## src/rtl/cory_int2_pkg.sv

```systemverilog
// Shared types for the interpolate-by-2 stage.
// Phase/full control is encoded as a three-state FSM.
package cory_int2_pkg;

    typedef enum logic [1:0] {
        ST_EMPTY = 2'd0,
        ST_MID   = 2'd1,
        ST_SAMP  = 2'd2
    } int2_state_t;

endpackage

```

## src/rtl/cory_queue.sv

```systemverilog
// Valid/ready output queue of depth D and width W.
// D = 0 degenerates to a combinational pass-through.
module cory_queue #(
    parameter int W = 9,
    parameter int D = 0
) (
    input  logic         clk,
    input  logic         reset_n,
    input  logic         i_v,
    input  logic [W-1:0] i_d,
    output logic         o_r,
    output logic         o_v,
    output logic [W-1:0] o_d,
    input  logic         i_r
);

    generate
        if (D == 0) begin : g_pass
            logic unused_clk;

            assign o_v        = i_v;
            assign o_d        = i_d;
            assign o_r        = i_r;
            assign unused_clk = clk ^ reset_n;
        end else begin : g_fifo
            localparam int PW = (D > 1) ? $clog2(D) : 1;
            localparam int CW = $clog2(D + 1);
            localparam logic [PW-1:0] LAST = PW'(D - 1);
            localparam logic [CW-1:0] FULL = CW'(D);

            logic [W-1:0]  mem [D];
            logic [PW-1:0] wr_ptr;
            logic [PW-1:0] rd_ptr;
            logic [CW-1:0] count;
            logic          push;
            logic          pop;

            // No push while full, even if the head drains this cycle.
            assign o_r  = (count != FULL);
            assign o_v  = (count != '0);
            assign o_d  = mem[rd_ptr];
            assign push = i_v & o_r;
            assign pop  = o_v & i_r;

            always_ff @(posedge clk or negedge reset_n) begin
                if (!reset_n) begin
                    wr_ptr <= '0;
                    rd_ptr <= '0;
                    count  <= '0;
                    for (int k = 0; k < D; k++) begin
                        mem[k] <= '0;
                    end
                end else begin
                    if (push) begin
                        mem[wr_ptr] <= i_d;
                        wr_ptr      <= (wr_ptr == LAST) ? '0 : wr_ptr + PW'(1);
                    end
                    if (pop) begin
                        rd_ptr <= (rd_ptr == LAST) ? '0 : rd_ptr + PW'(1);
                    end
                    if (push && !pop) begin
                        count <= count + CW'(1);
                    end else if (!push && pop) begin
                        count <= count - CW'(1);
                    end
                end
            end
        end
    endgenerate

endmodule

```

## src/rtl/cory_int2.sv

```systemverilog
// Interpolate-by-2: each input yields a rounded midpoint with the previous
// sample followed by the sample itself; output optionally queued.
module cory_int2
    import cory_int2_pkg::*;
#(
    parameter int N = 8,
    parameter int Q = 0
) (
    input  logic         clk,
    input  logic         reset_n,
    input  logic         i_a_v,
    input  logic [N-1:0] i_a_d,
    input  logic         i_a_first,
    output logic         o_a_r,
    output logic         o_z_v,
    output logic [N-1:0] o_z_d,
    output logic         o_z_first,
    input  logic         i_z_r
);

    localparam int SW = N + 1;
    localparam int QW = N + 1;

    int2_state_t   state;
    int2_state_t   state_next;
    logic [N-1:0]  cur;
    logic [N-1:0]  prev;
    logic          seg1;
    logic [SW-1:0] sum;
    logic [N-1:0]  mean;
    logic          int_v;
    logic          int_r;
    logic [N-1:0]  int_d;
    logic          int_first;
    logic          in_acc;
    logic          out_acc;
    logic [QW-1:0] z_word;

    // Loading while SAMP drains keeps the output stream bubble-free.
    assign o_a_r   = (state == ST_EMPTY) | ((state == ST_SAMP) & int_r);
    assign in_acc  = i_a_v & o_a_r;
    assign out_acc = int_v & int_r;

    assign sum       = {1'b0, prev} + {1'b0, cur} + SW'(1);
    assign mean      = sum[N:1];
    assign int_v     = (state != ST_EMPTY);
    assign int_d     = (state == ST_SAMP) ? cur : mean;
    assign int_first = (state == ST_MID) & seg1;

    always_ff @(posedge clk or negedge reset_n) begin
        if (!reset_n) begin
            state <= ST_EMPTY;
        end else begin
            state <= state_next;
        end
    end

    always_comb begin
        state_next = state;
        unique case (state)
            ST_EMPTY: if (in_acc) state_next = ST_MID;
            ST_MID:   if (out_acc) state_next = ST_SAMP;
            ST_SAMP: begin
                if (in_acc) begin
                    state_next = ST_MID;
                end else if (out_acc) begin
                    state_next = ST_EMPTY;
                end
            end
            default: state_next = ST_EMPTY;
        endcase
    end

    // A segment start aliases prev to the new sample so its midpoint is itself.
    always_ff @(posedge clk or negedge reset_n) begin
        if (!reset_n) begin
            cur  <= '0;
            prev <= '0;
            seg1 <= 1'b0;
        end else if (in_acc) begin
            cur  <= i_a_d;
            prev <= i_a_first ? i_a_d : cur;
            seg1 <= i_a_first;
        end
    end

    cory_queue #(
        .W (QW),
        .D (Q)
    ) u_queue (
        .clk     (clk),
        .reset_n (reset_n),
        .i_v     (int_v),
        .i_d     ({int_first, int_d}),
        .o_r     (int_r),
        .o_v     (o_z_v),
        .o_d     (z_word),
        .i_r     (i_z_r)
    );

    assign {o_z_first, o_z_d} = z_word;

endmodule

```

## config.mk

```make
export PLATFORM = sky130hd
export DESIGN_NAME = cory_int2
export DESIGN_NICKNAME = d
export VERILOG_FILES = /design/src/rtl/cory_int2_pkg.sv /design/src/rtl/cory_queue.sv /design/src/rtl/cory_int2.sv
export SDC_FILE = /design/constraint.sdc
export NUM_CORES = 1
export LEC_CHECK = 0
export ABC_AREA = 0
export CELL_PAD_IN_SITES_DETAIL_PLACEMENT = 1
export CELL_PAD_IN_SITES_GLOBAL_PLACEMENT = 1
export CORE_UTILIZATION = 37
export CTS_BUF_LIST = sky130_fd_sc_hd__clkbuf_4
export DETAILED_ROUTE_END_ITERATION = 10
export PLACE_DENSITY_LB_ADDON = 0.1
export SLEW_MARGIN = 10
export SYNTH_ARGS = -nofsm -noshare
export SYNTH_HDL_FRONTEND = slang
export SYNTH_SLANG_ARGS = --single-unit
```

## constraint.sdc

```tcl
create_clock -name clk -period 2.1 [get_ports clk]
set_input_delay 0.63 -clock clk [delete_from_list [all_inputs] [get_ports clk]]
set_output_delay 0.63 -clock clk [all_outputs]
set_load 0.01 [all_outputs]
```

==> out/qor.csv <==
stage,metric,value,unit
outcome,outcome,finished with violations,
outcome,violations,negative setup slack,
job,max-cap-violations,0,
timing,max_freq,0.386,GHz
die,die_h,60.1,µm
route,wl_met2,2000,µm
final_layout,drive_above_1_share,0.486,
grt,grt_max_degree,20,
clock_tree,h-tree-depth,1,
timing,period_needed,2.59,ns
timing,finClkSkew,0.00731,ns
die,coreArea,0.00313,mm²
timing,setup_viol,8,
place,hpwlAfterDp,2440,µm
final_layout,fin_cells,227,
worst_setup_path,cp.depth,8,
synth,synthCells,125,
worst_setup_path,path_cells,inv_2 -> fa_2 -> nor2b_4 -> o31ai_4 -> nand2b_1 -> a211oi_2 -> o31ai_2 -> buf_2,
final_layout,nets,205,
synth,synth_ff_type,dfrtp_1,
synth,seq_area_frac_synth,0.381,
clock_tree,cts_buffers,3,
route,antenna_left,0,
grt,antenna_found_initial,0,
min_path,hold_path_depth,1,
final_layout,diodes,0,
timing,fin_ws,-0.493,ns
final_layout,area_delta_synth_final,55.0,%
die,die_area,0.00361,mm²
timing,maxSlewHeadroom,0.763,
worst_setup_path,worst-endpoint-arrival,1.96,ns
worst_setup_path,rr_worst_depth,6,
worst_setup_path,critPathMaxFanout,3,
place,dp.cells,214,
grt,grt_pass1_wl,6070,µm
worst_setup_path,worst_setup_path_start_kind,register,
synth,yosysUniqueCellTypes,34,
route,route.detailed.drc,0,
route,wirelength,3780,µm
grt,grt_pass1_vias,1251,
synth,synth_area,0.00125,mm²
synth,syn_area_per_cell,9.99,µm²
route,first_pass_iters,3,
synth,async_reset_ff_frac,1.00,
synth,ys_ff_latch,19,
route,top_layer,met4,
clock_tree,clk_pin_slew_worst_paths,0.12,ns
worst_setup_path,crit_slowest_cell,dfrtp_1,
min_path,min_path_type,register to register,
synth,synth_warnings,0,
worst_setup_path,worstPathRequired,1.47,ns
route,wl_per_cell,16.6,µm
clock_tree,insertion_delay,0.32,ns
place,portBuffers,23,
die,start_util,0.399,
route,via_per_inst,5.01,
timing,rsz0062_at_grt,true,
worst_setup_path,cp_top_family,flip-flops,
worst_setup_path,crit_path_end_kind,output port,
clock_tree,cts_root_buf,clkbuf_4,
timing,slew_viol_final,0,
synth,post-synth-top-count-cell,dfrtp_1,
die,core.rowCount,20,
place,place_congestion,0.729,
synth,synth_top_area_share,0.381,
synth,synth-edff-count,0,
timing,period_share,1.23,
synth,syn_nets,146,
grt,gr-usage-all-layers,0.231,
route,dr_wl_met3,85,µm
worst_setup_path,max_stage_delay,0.42,ns
timing,worst_pin_slew,0.356,ns
route,routedLengthMet1,1640,µm
die,die_w,60.1,µm
route,dr.first_iter.drc_count,29,
synth,yosys-top-cells-area,"dfrtp_1, mux2_4, a21oi_1",
synth,synthTopCellsByCount,"dfrtp_1, a21oi_1, nor2_1",
synth,synth_top_cell_by_area,dfrtp_1,
grt,grt.overflow.total,0,
clock_tree,clkSinkCount,19,
route,vias,1137,
worst_setup_path,cp.buffers_inverters,2,
worst_setup_path,worstSetupPathType,register to output port,
die,ios,24,
clock_tree,cts.path.max_buffers,2,
timing,finalHoldViolCount,0,
clock_tree,cts_tree,done,
## per-layer routing
layer  global-route usage  vias up
met4               0.0698        0
met3               0.0238        5
met5                    0        -
met2                0.430       18
met1                0.276      562
li1                     -      552
## registers in the layout (all words and copies together), names as in the netlist
signal,flops
cur,8
prev,8
seg1,1
state,2
## worst paths after layout
path / slack, ns / endpoint / start
min in group asynchronous: 0.64 / prev[0] / reset_n
max reg2reg: 0.51 / cur[6] / state[1]
min: 0.53 / seg1 / seg1
max: -0.49 / o_z_d[5] / cur[1]
min reg2reg: 0.53 / seg1 / seg1
max in group asynchronous: 1.24 / cur[0] / reset_n
## cell type report
| type | count | area [µm²] |
|---|---|---|
| clock buffer | 4 | 30.0 |
| tap | 44 | 55.1 |
| sequential | 19 | 475 |
| fill | 343 | 1190 |
| inverter | 3 | 11.3 |
| timing repair buffer | 60 | 478 |
| multi-input combinational | 97 | 886 |
## repair_timing
| item | 4_1_cts | 5_1_grt |
|---|---|---|
| resized for setup | 60 | 5 |
| setup endpoints to repair | 11 | 9 |
| pin swaps | 18 | 18 |
| gates cloned | 0 | 0 |
| hold buffers | 0 | 0 |
| endpoints found under the hold margin | 0 | 0 |
| setup buffers | 8 | 3 |
## cell usage in the layout (no fill, tap or decap), drive strengths merged
cell,netlist,layout
a211oi,2,2
a21o,2,2
a21oi,18,18
a31o,1,1
a31oi,1,1
and2,1,1
and3b,1,1
and4,1,1
buf,4,45
clkbuf,2,4
clkdlybuf4s15,0,2
clkdlybuf4s50,0,11
dfrtp,19,19
dlygate4sd2,0,2
fa,1,1
ha,7,7
inv,3,3
mux2,7,7
mux2i,8,8
nand2,6,6
nand2b,1,1
nand3b,1,1
nor2,19,19
nor2b,3,3
o21a,1,1
o21ai,8,8
o31ai,2,2
or2,1,1
or2b,1,1
xnor2,2,2
xor2,2,2
## logic make-up after synthesis
kind of cell               synth area share
and+or+nand+nor                       0.142
adders and majority gates            0.0862
DFF                                   0.381
muxes                                 0.148
AOI/OAI and AO/OA                     0.162
buffers and inverters                0.0521
xor gates and xnor gates             0.0281
## metrics by stage
step	setup slack [ns]	setup TNS [ns]	utilization	area, µm²	hold slack (ns)
final	-0.493	-3.33	0.619	1940	0.533
after detailed placement	-0.635	-5.10	0.560	1750	0.499
after global routing	-0.592	-3.94	0.619	1940	0.554
after global placement	-0.563	-4.16	0.560	1750	0.490
after CTS	-0.518	-3.21	0.610	1910	0.527
after floorplan	-0.0148	-0.0258	-	1310	0.334
Power is not shown: default switching activity piles up to over one toggle a cycle in this logic, so the estimate is an artifact.
